[config.mk]
export PLATFORM = sky130hd
export DESIGN_NAME = digital_oscillator
export DESIGN_NICKNAME = d
export VERILOG_FILES = /design/src/rtl/pll_pkg.sv /design/src/rtl/shift_accumulator.sv /design/src/rtl/digital_oscillator.sv
export SDC_FILE = /design/constraint.sdc
export NUM_CORES = 1
export LEC_CHECK = 0
export CORE_UTILIZATION = 51
export CTS_CLUSTER_DIAMETER = 60
export DETAILED_ROUTE_END_ITERATION = 8
export GPL_TIMING_DRIVEN = 0
export PLACE_DENSITY = 0.83
export SKIP_LAST_GASP = 1
export SLEW_MARGIN = 20
export SYNTH_ARGS = -nofsm -noshare
export SYNTH_HDL_FRONTEND = slang
export SYNTH_HIERARCHICAL = 1
export SYNTH_SLANG_ARGS = --single-unit
export TNS_END_PERCENT = 100
[constraint.sdc]
create_clock -name clk_i -period 3.9 [get_ports clk_i]
set_input_delay 0.39 -clock clk_i [delete_from_list [all_inputs] [get_ports clk_i]]
set_output_delay 0.39 -clock clk_i [all_outputs]
set_load 0.01 [all_outputs]
[src/rtl/pll_pkg.sv]
// pll_pkg
//   Definitions shared by the PLL blocks (PhaseDetector, LoopFilter,
//   digital_oscillator) and their benches.
//   - state_t     : run state of the digitally controlled oscillator
//   - HALF_PERIOD : default nominal half-period in clock cycles
//   - MAX_STEP    : default largest correction applied to one half-period
//   - PEND_W      : default width of the signed pending-shift accumulator
package pll_pkg;

    typedef enum logic {
        STOPPED = 1'b0,
        RUNNING = 1'b1
    } state_t;

    localparam int HALF_PERIOD = 50;
    localparam int MAX_STEP    = 4;
    localparam int PEND_W      = 6;

endpackage

[src/rtl/shift_accumulator.sv]
// shift_accumulator
//   Saturating signed up/down accumulator for the oscillator's pending
//   phase shift. It also presents the pending value clamped to
//   +/-MAX_STEP, which is the correction the oscillator can apply to a
//   single half-period.
//   Ports:
//     clk_i    in   system clock
//     reset_i  in   synchronous active-low reset, clears the value
//     clear    in   forces the value to 0 at the next edge
//     inc      in   add one
//     dec      in   subtract one (inc and dec together cancel)
//     sub      in   signed amount subtracted this cycle
//     value    out  registered signed accumulator value
//     adj      out  value clamped to +/-MAX_STEP (combinational)
module shift_accumulator #(
    parameter int PEND_W   = pll_pkg::PEND_W,
    parameter int MAX_STEP = pll_pkg::MAX_STEP
) (
    input  logic                     clk_i,
    input  logic                     reset_i,
    input  logic                     clear,
    input  logic                     inc,
    input  logic                     dec,
    input  logic signed [PEND_W-1:0] sub,
    output logic signed [PEND_W-1:0] value,
    output logic signed [PEND_W-1:0] adj
);

    // One extra bit of headroom: value - sub +/- 1 can exceed the
    // PEND_W range before it is saturated.
    localparam int SUM_W = PEND_W + 1;
    localparam logic signed [SUM_W-1:0]  POS_LIMIT = SUM_W'((2 ** (PEND_W - 1)) - 1);
    localparam logic signed [SUM_W-1:0]  NEG_LIMIT = -POS_LIMIT;
    localparam logic signed [PEND_W-1:0] POS_STEP  = PEND_W'(MAX_STEP);
    localparam logic signed [PEND_W-1:0] NEG_STEP  = -POS_STEP;

    logic signed [PEND_W-1:0] value_reg;
    logic signed [PEND_W-1:0] value_next;
    logic signed [SUM_W-1:0]  sum;

    always_comb begin
        sum = SUM_W'(value_reg) - SUM_W'(sub)
            + SUM_W'({1'b0, inc}) - SUM_W'({1'b0, dec});

        // Saturate symmetrically; the most negative code is never used so
        // the range stays +/-(2^(PEND_W-1)-1).
        if (sum > POS_LIMIT) begin
            value_next = POS_LIMIT[PEND_W-1:0];
        end else if (sum < NEG_LIMIT) begin
            value_next = NEG_LIMIT[PEND_W-1:0];
        end else begin
            value_next = sum[PEND_W-1:0];
        end

        if (clear) begin
            value_next = '0;
        end
    end

    always_ff @(posedge clk_i) begin
        if (!reset_i) begin
            value_reg <= '0;
        end else begin
            value_reg <= value_next;
        end
    end

    always_comb begin
        if (value_reg > POS_STEP) begin
            adj = POS_STEP;
        end else if (value_reg < NEG_STEP) begin
            adj = NEG_STEP;
        end else begin
            adj = value_reg;
        end
    end

    assign value = value_reg;

endmodule

[src/rtl/digital_oscillator.sv]
// digital_oscillator
//   Digitally controlled oscillator closing the PLL loop. Shift pulses from
//   the loop filter are accumulated; at every half-period boundary up to
//   MAX_STEP cycles of the accumulated shift are applied, shortening the
//   next half-period for positive shift and lengthening it for negative.
//   Ports:
//     clk_i            in   system clock
//     reset_i          in   synchronous active-low reset
//     enable_i         in   run request; low stops the oscillator
//     positiveShift_i  in   one-cycle pulse, advance phase by one clock
//     negativeShift_i  in   one-cycle pulse, retard phase by one clock
//     signal_o         out  generated square wave (registered)
//     edge_o           out  one-cycle pulse in the cycle signal_o toggles
//     pending_o        out  signed shift accumulated but not yet applied
module digital_oscillator #(
    parameter int HALF_PERIOD = pll_pkg::HALF_PERIOD,
    parameter int MAX_STEP    = pll_pkg::MAX_STEP,
    parameter int PEND_W      = pll_pkg::PEND_W
) (
    input  logic              clk_i,
    input  logic              reset_i,
    input  logic              enable_i,
    input  logic              positiveShift_i,
    input  logic              negativeShift_i,
    output logic              signal_o,
    output logic              edge_o,
    output logic [PEND_W-1:0] pending_o
);

    import pll_pkg::*;

    localparam int CNT_W = $clog2(HALF_PERIOD + MAX_STEP);

    state_t                   state_reg;
    state_t                   state_next;
    logic [CNT_W-1:0]         count_reg;
    logic [CNT_W-1:0]         count_next;
    logic                     signal_reg;
    logic                     signal_next;
    logic                     edge_reg;
    logic                     edge_next;

    logic                     reload;
    logic                     acc_clear;
    logic                     acc_inc;
    logic                     acc_dec;
    logic signed [PEND_W-1:0] adj;
    logic signed [PEND_W-1:0] sub_amt;
    logic signed [PEND_W-1:0] pending;
    int                       reload_val;

    // The accumulator only counts while the oscillator keeps running this
    // cycle; pulses in STOPPED or in the stopping cycle are dropped and
    // the pending value is forced back to zero.
    assign acc_inc = positiveShift_i && !acc_clear;
    assign acc_dec = negativeShift_i && !acc_clear;
    // The clamped correction is taken out of pending only on the cycle it
    // is actually applied to the counter.
    assign sub_amt = reload ? adj : '0;

    shift_accumulator #(
        .PEND_W   (PEND_W),
        .MAX_STEP (MAX_STEP)
    ) u_shift_accumulator (
        .clk_i   (clk_i),
        .reset_i (reset_i),
        .clear   (acc_clear),
        .inc     (acc_inc),
        .dec     (acc_dec),
        .sub     (sub_amt),
        .value   (pending),
        .adj     (adj)
    );

    always_ff @(posedge clk_i) begin
        if (!reset_i) begin
            state_reg  <= STOPPED;
            count_reg  <= '0;
            signal_reg <= 1'b0;
            edge_reg   <= 1'b0;
        end else begin
            state_reg  <= state_next;
            count_reg  <= count_next;
            signal_reg <= signal_next;
            edge_reg   <= edge_next;
        end
    end

    always_comb begin
        state_next  = state_reg;
        count_next  = count_reg;
        signal_next = signal_reg;
        edge_next   = 1'b0;
        reload      = 1'b0;
        acc_clear   = 1'b1;
        // A counter reload of HALF_PERIOD-1-adj yields a half-period of
        // HALF_PERIOD-adj cycles, since the zero cycle is counted too.
        reload_val  = HALF_PERIOD - 1 - int'(adj);

        case (state_reg)
            STOPPED: begin
                signal_next = 1'b0;
                count_next  = '0;
                if (enable_i) begin
                    state_next = RUNNING;
                    count_next = CNT_W'(HALF_PERIOD - 1);
                end
            end
            RUNNING: begin
                if (!enable_i) begin
                    state_next  = STOPPED;
                    signal_next = 1'b0;
                    count_next  = '0;
                end else begin
                    acc_clear = 1'b0;
                    if (count_reg == '0) begin
                        reload      = 1'b1;
                        signal_next = ~signal_reg;
                        edge_next   = 1'b1;
                        count_next  = CNT_W'(reload_val);
                    end else begin
                        count_next = count_reg - CNT_W'(1);
                    end
                end
            end
            default: begin
                state_next  = STOPPED;
                signal_next = 1'b0;
                count_next  = '0;
            end
        endcase
    end

    assign signal_o  = signal_reg;
    assign edge_o    = edge_reg;
    assign pending_o = pending;

endmodule

==> results.cfg, run 1 <==
[clock_tree]
tritoncts.num_buffers = 3
cts_tree = built
insertion_delay_of_the_later_clocked_pin_in_the_worst_skew_pair_ns = 0.28
worst_setup_hold_path_clk_slew_ns = 0.09
cts.path.max_buffers = 2
clock_sink_count = 15
ctsRootBufferMaster = clkbuf_4
htree_levels = 1
hold_buffers = 0

[layout]
layout.nets = 211
antenna_cells = 0
final_design_area_no_fill_um2 = 1660
n_fill_cell = 201
flow.area_growth_from_synthesis_pct = 20.9
area.sequential_um2 = 307
finish.cell_count_without_fillers = 215
share_of_final_layout_standard_cells_stronger_than_drive_strength_1_pct = 21.1
final_util_pct = 66.3
layout_commonest_cell = inv_1
mostFrequentLayoutCells = inv_1 (24), nor2_1 (16), ha_1 (16), clkdlybuf4s50_1 (12), dfxtp_1 (10)
multiInputGateArea_um2 = 1000

[power_and_ir_drop]
switching_share_pct = 33.3
clock_power_share_pct = 21.6
leakagePower_nw = 0.725
seq_power_share_pct = 41.1
irDropWorstVdd_uv = 227
total_switching_power_w = 0.000134
comb_power_share_pct = 37.3
pwr_density_cell_nw_per_um2 = 243
p_int_w = 0.000268

[logic_synthesis]
synth.yosys.seq_area_share_pct = 21.9
yosys_most_used_dff = dfxtp_1
mappedNetlistNets = 190
yosysTopAreaCell = dfxtp_1
synth_cells = 165
yosys_warning_total = 6
synth_edf_count = 0
synthDistinctLibCells = 45
async_flop_share_pct = 0
ys_top_cells_by_area = dfxtp_1 (22%), ha_1 (16%), inv_1 (7.4%), nor2_1 (4.7%), fa_1 (4.4%)
synth_top_cell_area_share_pct = 21.9
synthesis.area_per_instance_um2 = 8.30
ys_seq_elements = 15
synthesis.area_um2 = 1370

[detailed_routing]
drt-pass1-iter-count = 4
met2_length_um = 1660
antenna_left = 0
post_drt_via_cell_ratio = 5.84
top_signal_layer_used = met4
detail_route.iter0.violations = 33
route.detailed.drc = 0
vias = 1256
m1WireLength_um = 1360
route.detailed.wl_per_inst_um = 15.0
drt_wl_total_um = 3230
wl_met3_um = 142

[setup_path]
critical_path_arrival_ns = 4.14
crit_path_end_kind = register
cp-startpoint = count_reg[2]
startpoint_type = register
reg2reg_from = count_reg[2]
critical_path_peak_fanout = 3
timing_worst_setup_path_type = register to register
timing.critical_path.required_ns = 4.12

[outcome]
violated_checks = setup timing
outcome = complete, but fails checks

[placement]
dp_slack_ns = -0.377
place.detailed.instances = 207
dp_area_um2 = 1540
placement.io_buffers = 12
gpl.final_weighted_congestion = 0.814
dp_hpwl_um = 2390

[global_route]
antenna_found_initial = 0
number_of_global_route_vias_before_repair = 1197
grt.total_usage_pct = 25.6
global_route_wire_length_before_repair_um = 5260
grt.overflow.total = 0
grt_start_max_net_pins = 11

[floorplanning]
die_x_um = 53.8
floorplan.core_area_um2 = 2500
initial_standard_cell_utilization_of_the_core_pct = 54.8
placement_rows = 18
floorplan.io_pins = 13
die_y_um = 53.8
floorplan.die_area_um2 = 2900

[timing]
worst_pin_slew_ns = 0.438
period_minus_slack_ns = 3.92
min_period_over_period_pct = 101
timing.final.ws_setup_ns = -0.0240
count_of_pins_over_their_slew_limit = 0
grt_setup_unrepaired = yes
final_hold_vios = 0
final.setup_skew_ns = 0.00531
worst_slew_margin_rel_pct = 70.8
setup_violation_total_in_the_final_timing_report = 1
achievable-frequency_mhz = 255
final.hold.worst_slack_ns = 0.531

[hold_path]
hold_path.startpoint = signal_o
holdCritPathClass = register to register

[job]
maxCapViolCount = 0
## worst paths after layout
| path | endpoint | slack [ns] | depth (start not counted) |
|---|---|---|---|
| worst max register to register | u_shift_accumulator/value[0] | -0.02 | 16 |
| worst min register to register | signal_o | 0.53 | 2 |
| worst max-delay path | u_shift_accumulator/value[0] | -0.02 | 16 |
| worst min-delay path | signal_o | 0.53 | 2 |
## per-stage QoR
step	setup TNS [ns]	total power [W]
floorplan	0	0.000272
CTS	-0.185	0.000399
finish	-0.0240	0.000402
global route	-0.312	0.000422
global placement	-0.749	0.000299
detailed placement	-1.41	0.000303
## cells in the mapped netlist (all sizes together), types with 2 or more instances
cell	number
o211ai	2
nand4	3
nand3	3
ha	17
nor4	3
a21oi	8
a31oi	2
dfxtp	15
a211oi	3
buf	3
nor2	17
fa	3
and2	7
xor2	4
nor3	8
nand2	7
xnor2	5
a31o	2
and3	4
o21ai	5
inv	27
## cell type report
| type | count | area share [%] |
|---|---|---|
| well taps | 30 | 2.27 |
| flip-flops and latches | 15 | 18.5 |
| multi-input cells | 120 | 60.6 |
| clock buffers | 4 | 1.59 |
| inverters | 27 | 6.12 |
| repair buffers | 17 | 9.52 |
| plain buffers | 2 | 1.36 |
## worst max-delay path: stages (launching register included)
cell,delay (ns)
dfxtp_2,0.33
or3_4,0.39
or3b_4,0.41
nor2_4,0.11
and2_4,0.15
inv_2,0.04
fa_2,0.33
inv_2,0.07
fa_1,0.41
inv_2,0.08
ha_4,0.13
fa_2,0.49
nor4b_2,0.23
nand4_1,0.12
and4bb_1,0.25
o311ai_1,0.09
o311a_1,0.23
## cells by family after synthesis
logic type / after synthesis / share of synthesized area (%)
adder cells (fa/ha/maj): 20 / 19.9
AO/OA/AOI/OAI: 29 / 15.7
flip-flops: 15 / 21.9
AND/OR/NAND/NOR: 60 / 23.7
buffers and inverters: 30 / 9.86
multiplexers: 2 / 1.83
XOR/XNOR: 9 / 7.12
## metal layers
layer | global-route usage, % | vias up
li1 | - | 612
met1 | 30.4 | 591
met2 | 45.1 | 45
met3 | 5.93 | 8
met4 | 7.46 | 0
met5 | 0 | -
## power groups by stage
stage	clock [W]	sequential, W	combinational (W)
floorplan	0	0.000167	0.000105
global placement	0	0.000168	0.000131
detailed placement	0	0.000168	0.000135
CTS	0.0000885	0.000165	0.000146
global route	0.0000945	0.000166	0.000162
finish	0.0000869	0.000165	0.000150
## repair_timing
item / CTS / global route
pin swaps: 9 / 3
setup buffers: 4 / 1
endpoints found under the setup margin: 5 / 5
resized for setup: 12 / 9
(Power assumes the default switching activity.)
==> inputs of run 2 (changes only) <==
Settings changed: PLACE_DENSITY 0.83 to 0.8.
==> run 2 against run 1 <==
The run still ends with setup timing left; final area is 1.8% higher; worst setup slack improved by 0.0045 ns; clock power is 6.9% higher; register-to-register slack is essentially flat; sequential share of layout area is 0.40 points lower; worst hold slack worse by 0.0055 ns; sequential power hardly changed; non-clock buffer count up 2; fmax grew 0.11%; sequential cell count unchanged.
==> results.cfg, run 2 (synthesis results as in run 1) <==
[global_route]
antenna_found_initial = 0
grt.overflow.total = 0
global_route_wire_length_before_repair_um = 5220
grt.total_usage_pct = 25.1
grt_start_max_net_pins = 11
number_of_global_route_vias_before_repair = 1189

[detailed_routing]
antenna_left = 0
vias = 1233
post_drt_via_cell_ratio = 5.68
route.detailed.wl_per_inst_um = 16.0
detail_route.iter0.violations = 35
route.detailed.drc = 0
drt-pass1-iter-count = 4
drt_wl_total_um = 3480

[timing]
grt_setup_unrepaired = yes
worst_slew_margin_rel_pct = 68.9
final.setup_skew_ns = 0.00439
achievable-frequency_mhz = 255
fin_setup_tns_ns = -0.0195
period_minus_slack_ns = 3.92
count_of_pins_over_their_slew_limit = 0
worst_pin_slew_ns = 0.462
timing.final.ws_setup_ns = -0.0195
final_hold_vios = 0
min_period_over_period_pct = 101
setup_violation_total_in_the_final_timing_report = 1

[clock_tree]
worst_setup_hold_path_clk_slew_ns = 0.09
tritoncts.num_buffers = 3
htree_levels = 1
cts.path.max_buffers = 2
hold_buffers = 0
cts_tree = built
ctsRootBufferMaster = clkbuf_4
insertion_delay_of_the_later_clocked_pin_in_the_worst_skew_pair_ns = 0.29
clock_sink_count = 15

[setup_path]
worst_path_largest_cell_delay_ns = 0.48
r2r_slack_ns = -0.02
cp_slowest_cell = fa_2
critical_path_cell_list = or3_4 > or3b_4 > nor2_4 > and2_4 > inv_2 > fa_2 > inv_2 > fa_1 > inv_2 > ha_4 > fa_2 > nor4b_4 > nand4_1 > and4bb_2 > o311ai_2 > o311a_1
critical_path_arrival_ns = 4.16
critPathMostFrequentCell = inv_2
worstPathBufferInverterCount = 3
critical_path_peak_fanout = 3
timing.critical_path.required_ns = 4.14
timing_worst_setup_path_type = register to register
top_delay_family_on_crit_path = simple AND/OR/NAND/NOR gates
crit_path_end_kind = register
startpoint_type = register

[layout]
antenna_cells = 0
mostFrequentLayoutCells = inv_1 (24), nor2_1 (16), ha_1 (16), clkdlybuf4s50_1 (12), dfxtp_1 (11)
share_of_final_layout_standard_cells_stronger_than_drive_strength_1_pct = 23.5
final_util_pct = 67.5
layout_commonest_cell = inv_1
flow.area_growth_from_synthesis_pct = 23.1
layout.nets = 213

[placement]
gpl.final_weighted_congestion = 0.842
placement.io_buffers = 12
dp_slack_ns = -0.293
dp_hpwl_um = 2320

[power_and_ir_drop]
comb_power_share_pct = 37.8
clock_power_share_pct = 22.4
pwr_density_cell_nw_per_um2 = 246
leakagePower_nw = 0.742
total_switching_power_w = 0.000144
total_power_w = 0.000415
p_int_w = 0.000270
seq_power_share_pct = 39.8
irDropWorstVdd_uv = 255
switching_share_pct = 34.8

[floorplanning]
die_y_um = 53.8
floorplan.die_area_um2 = 2900
initial_standard_cell_utilization_of_the_core_pct = 54.8
die_x_um = 53.8
floorplan.io_pins = 13
floorplan.core_area_um2 = 2500
placement_rows = 18

[outcome]
outcome = complete, but fails checks
violated_checks = setup timing

[hold_path]
holdCritPathClass = register to register

[job]
maxCapViolCount = 0
[run 2: worst register-to-register path: stages, from the launching register on]
cell and delay (ns):
dfxtp_2 0.33, or3_4 0.39, or3b_4 0.43, nor2_4 0.10, and2_4 0.15, inv_2 0.03, fa_2 0.35, inv_2 0.07
fa_1 0.43, inv_2 0.08, ha_4 0.13, fa_2 0.48, nor4b_4 0.24, nand4_1 0.11, and4bb_2 0.26, o311ai_2 0.08
o311a_1 0.21
[run 2: power by group through the flow]
| stage | clock [W] | combinational [W] | sequential, W |
|---|---|---|---|
| 2_1_floorplan | 0 | 0.000105 | 0.000167 |
| 3_3_place_gp | 0 | 0.000131 | 0.000168 |
| 3_5_place_dp | 0 | 0.000136 | 0.000168 |
| 4_1_cts | 0.0000958 | 0.000144 | 0.000164 |
| 5_1_grt | 0.000101 | 0.000172 | 0.000166 |
| 6_report | 0.0000929 | 0.000157 | 0.000165 |
[run 2: through the flow]
stage	cells	area, um^2	hold WS, ns
2_1_floorplan	165	1380	0.488
3_3_place_gp	207	1540	0.497
3_5_place_dp	207	1540	0.498
4_1_cts	216	1620	0.539
5_1_grt	217	1690	0.575
6_report	217	1690	0.525
[run 2: final cells by class]
class                      instances  area, um^2
buffer                             2        22.5
clock buffer                       3        22.5
clock inverter                     1        7.51
fill                             190         813
inverter                          27         101
multi-input combinational        120        1020
sequential                        15         305
tap                               30        37.5
timing repair buffer              19         173
[run 2: metal layers]
metal | global-route usage [%] | part of all wire (%)
met4 | 6.14 | 2.5
met5 | 0 | 0
met3 | 5.08 | 4.9
met1 | 34.0 | 43
met2 | 40.5 | 49
[run 2: final timing paths]
check / start / endpoint / cells past startpoint
max reg2reg: count_reg[4] / u_shift_accumulator/value[0] / 16
min: signal_o / signal_o / 2
max: count_reg[4] / u_shift_accumulator/value[0] / 16
min reg2reg: signal_o / signal_o / 2
[run 2: repair_timing]
| action | in CTS | in global routing |
|---|---|---|
| pin swaps | 10 | 8 |
| setup endpoints to repair | 5 | 6 |
| setup buffers | 5 | 2 |
| resized for setup | 7 | 16 |
==> RTL change (settings of run 1) <==
Remove the register `edge_reg`: a continuous assignment takes its place, so the output `edge_o` follows one clock earlier.
--- a/src/rtl/digital_oscillator.sv
+++ b/src/rtl/digital_oscillator.sv
@@ -78,12 +78,12 @@
             count_reg  <= '0;
             signal_reg <= 1'b0;
-            edge_reg   <= 1'b0;
         end else begin
             state_reg  <= state_next;
             count_reg  <= count_next;
             signal_reg <= signal_next;
-            edge_reg   <= edge_next;
         end
     end
+
+    assign edge_reg = edge_next;
 
     always_comb begin
Behaviour: no difference found for any inputs over 10 cycles, from zero or initial values and one cycle with reset_i low; that may be too few to reach the edited logic, so the function may still have changed.
==> RTL change against run 1 <==
Sequential power fell by 6%; synthesized cell count fell by 1.2%; via count fell by 1.7%; setup slack improved by 0.047 ns; power fell by 4.8%; synthesized area fell by 1.7%; routed wire length fell by 1.7%; non-clock buffer count rose by 2; sequential cell count fell by 1; maximum frequency rose by 1.2%; final area fell by 1.8%; final cell count fell by 0.47%; global-route usage fell by 2.3 points; largest cell class unchanged; highest routed layer unchanged.
==> RTL change: results (changes against run 1) <==
place:
  gp_congestion: 0.819  # +0.66%
  placed_cells: 205  # -0.97%
  dp_slack_ns: -0.269  # +0.109 ns
  place_area_sq_um: 1520  # -1.1%
  detailed_place_hpwl_um: 2390  # about the same
synthesis:
  avgSynthCellArea_sq_um: 8.26  # -0.53%
  ys_warn_count: 6  # unchanged
  synth_flop_cell: "dfxtp_1"
  netlist_top_cells_area: "dfxtp_1 (21%), ha_1 (16%), inv_1 (7.5%), fa_1 (4.5%), nor2_1 (4.5%)"
  synth_common_cells: "inv_1 (27), ha_1 (17), nor2_1 (16)"
  ys_seq_area_frac: 0.208  # -0.0110
  synth_fp_nets: 188  # -1.1%
pwr:
  power_leakage_nw: 0.727  # +0.15%
  pg_comb_mw: 0.147
  ir_worst_vdd_v: 0.000300  # +32%
  p_int_mw: 0.254  # -5.3%
  seqPwrFrac: 0.404  # -0.007
  total_power_mw: 0.383  # -4.8%
sta:
  worst_slew_margin_rel: 0.686  # -0.0218
  skew_ns: 0.00665  # +0.00134 ns
clock_network:
  ctsRootBufferMaster: "clkbuf_4"
  postCtsSetupBuffers: 5  # +1
  numCtsBuffers: 3  # unchanged
  cts_resized: 5  # -7
detailed_routing:
  drt_iter0_drc: 17  # -48%
  wl_um: 3180  # -1.7%
  wl_met1_um: 1340  # -1.5%
  via_per_inst: 5.77  # -1.2%
  wl_met3_um: 127  # -11%
  wl_met2_um: 1670  # +0.12%
  wl_per_cell_um: 14.8  # -1.2%
outcome:
  outcome: "finished clean"
global_routing:
  grt_first_pass_wirelength_um: 4790  # -9.0%
  grt_usage: 0.232  # -0.0233
  use_met2: 0.402  # -0.0485
  grt_use_met3: 0.0718  # +0.0125
  gr-usage-met1: 0.277  # -0.0268
  grt_pass1_vias: 1142  # -4.6%
cells_and_area:
  drive_above_1_share: 0.223  # +0.0120
  multiInputGateArea_sq_um: 982  # -2.2%
  fill_cells: 207  # +3.0%
critical_path:
  crit_arrival_ns: 4.10  # -0.04 ns
  slowest_delay_ns: 0.47  # -0.02 ns
## RTL change: kinds of logic after synthesis
logic type	Yosys count	synth area share
multiplexers	2	0.0186
buffers and inverters	30	0.100
adder cells (fa/ha/maj)	20	0.203
AND/OR/NAND/NOR	59	0.238
AO/OA/AOI/OAI	29	0.160
XOR/XNOR	9	0.0725
flip-flops	14	0.208
## RTL change: area by class of cell
class | count | area share
Inverter | 27 | 0.0623
Multi-Input combinational cell | 119 | 0.604
Buffer | 2 | 0.0138
Clock buffer | 3 | 0.0138
Timing Repair Buffer | 19 | 0.106
Sequential cell | 14 | 0.177
Tap cell | 30 | 0.0231
## RTL change: path summary, 6_finish.rpt
kind / from / endpoint / slack [ns] / cells after the start
setup / recovery: count_reg[4] / u_shift_accumulator/value[0] / 0.02 / 16
hold / removal: signal_o / signal_o / 0.54 / 2
setup reg to reg: count_reg[4] / u_shift_accumulator/value[0] / 0.02 / 16
hold reg to reg: signal_o / signal_o / 0.54 / 2
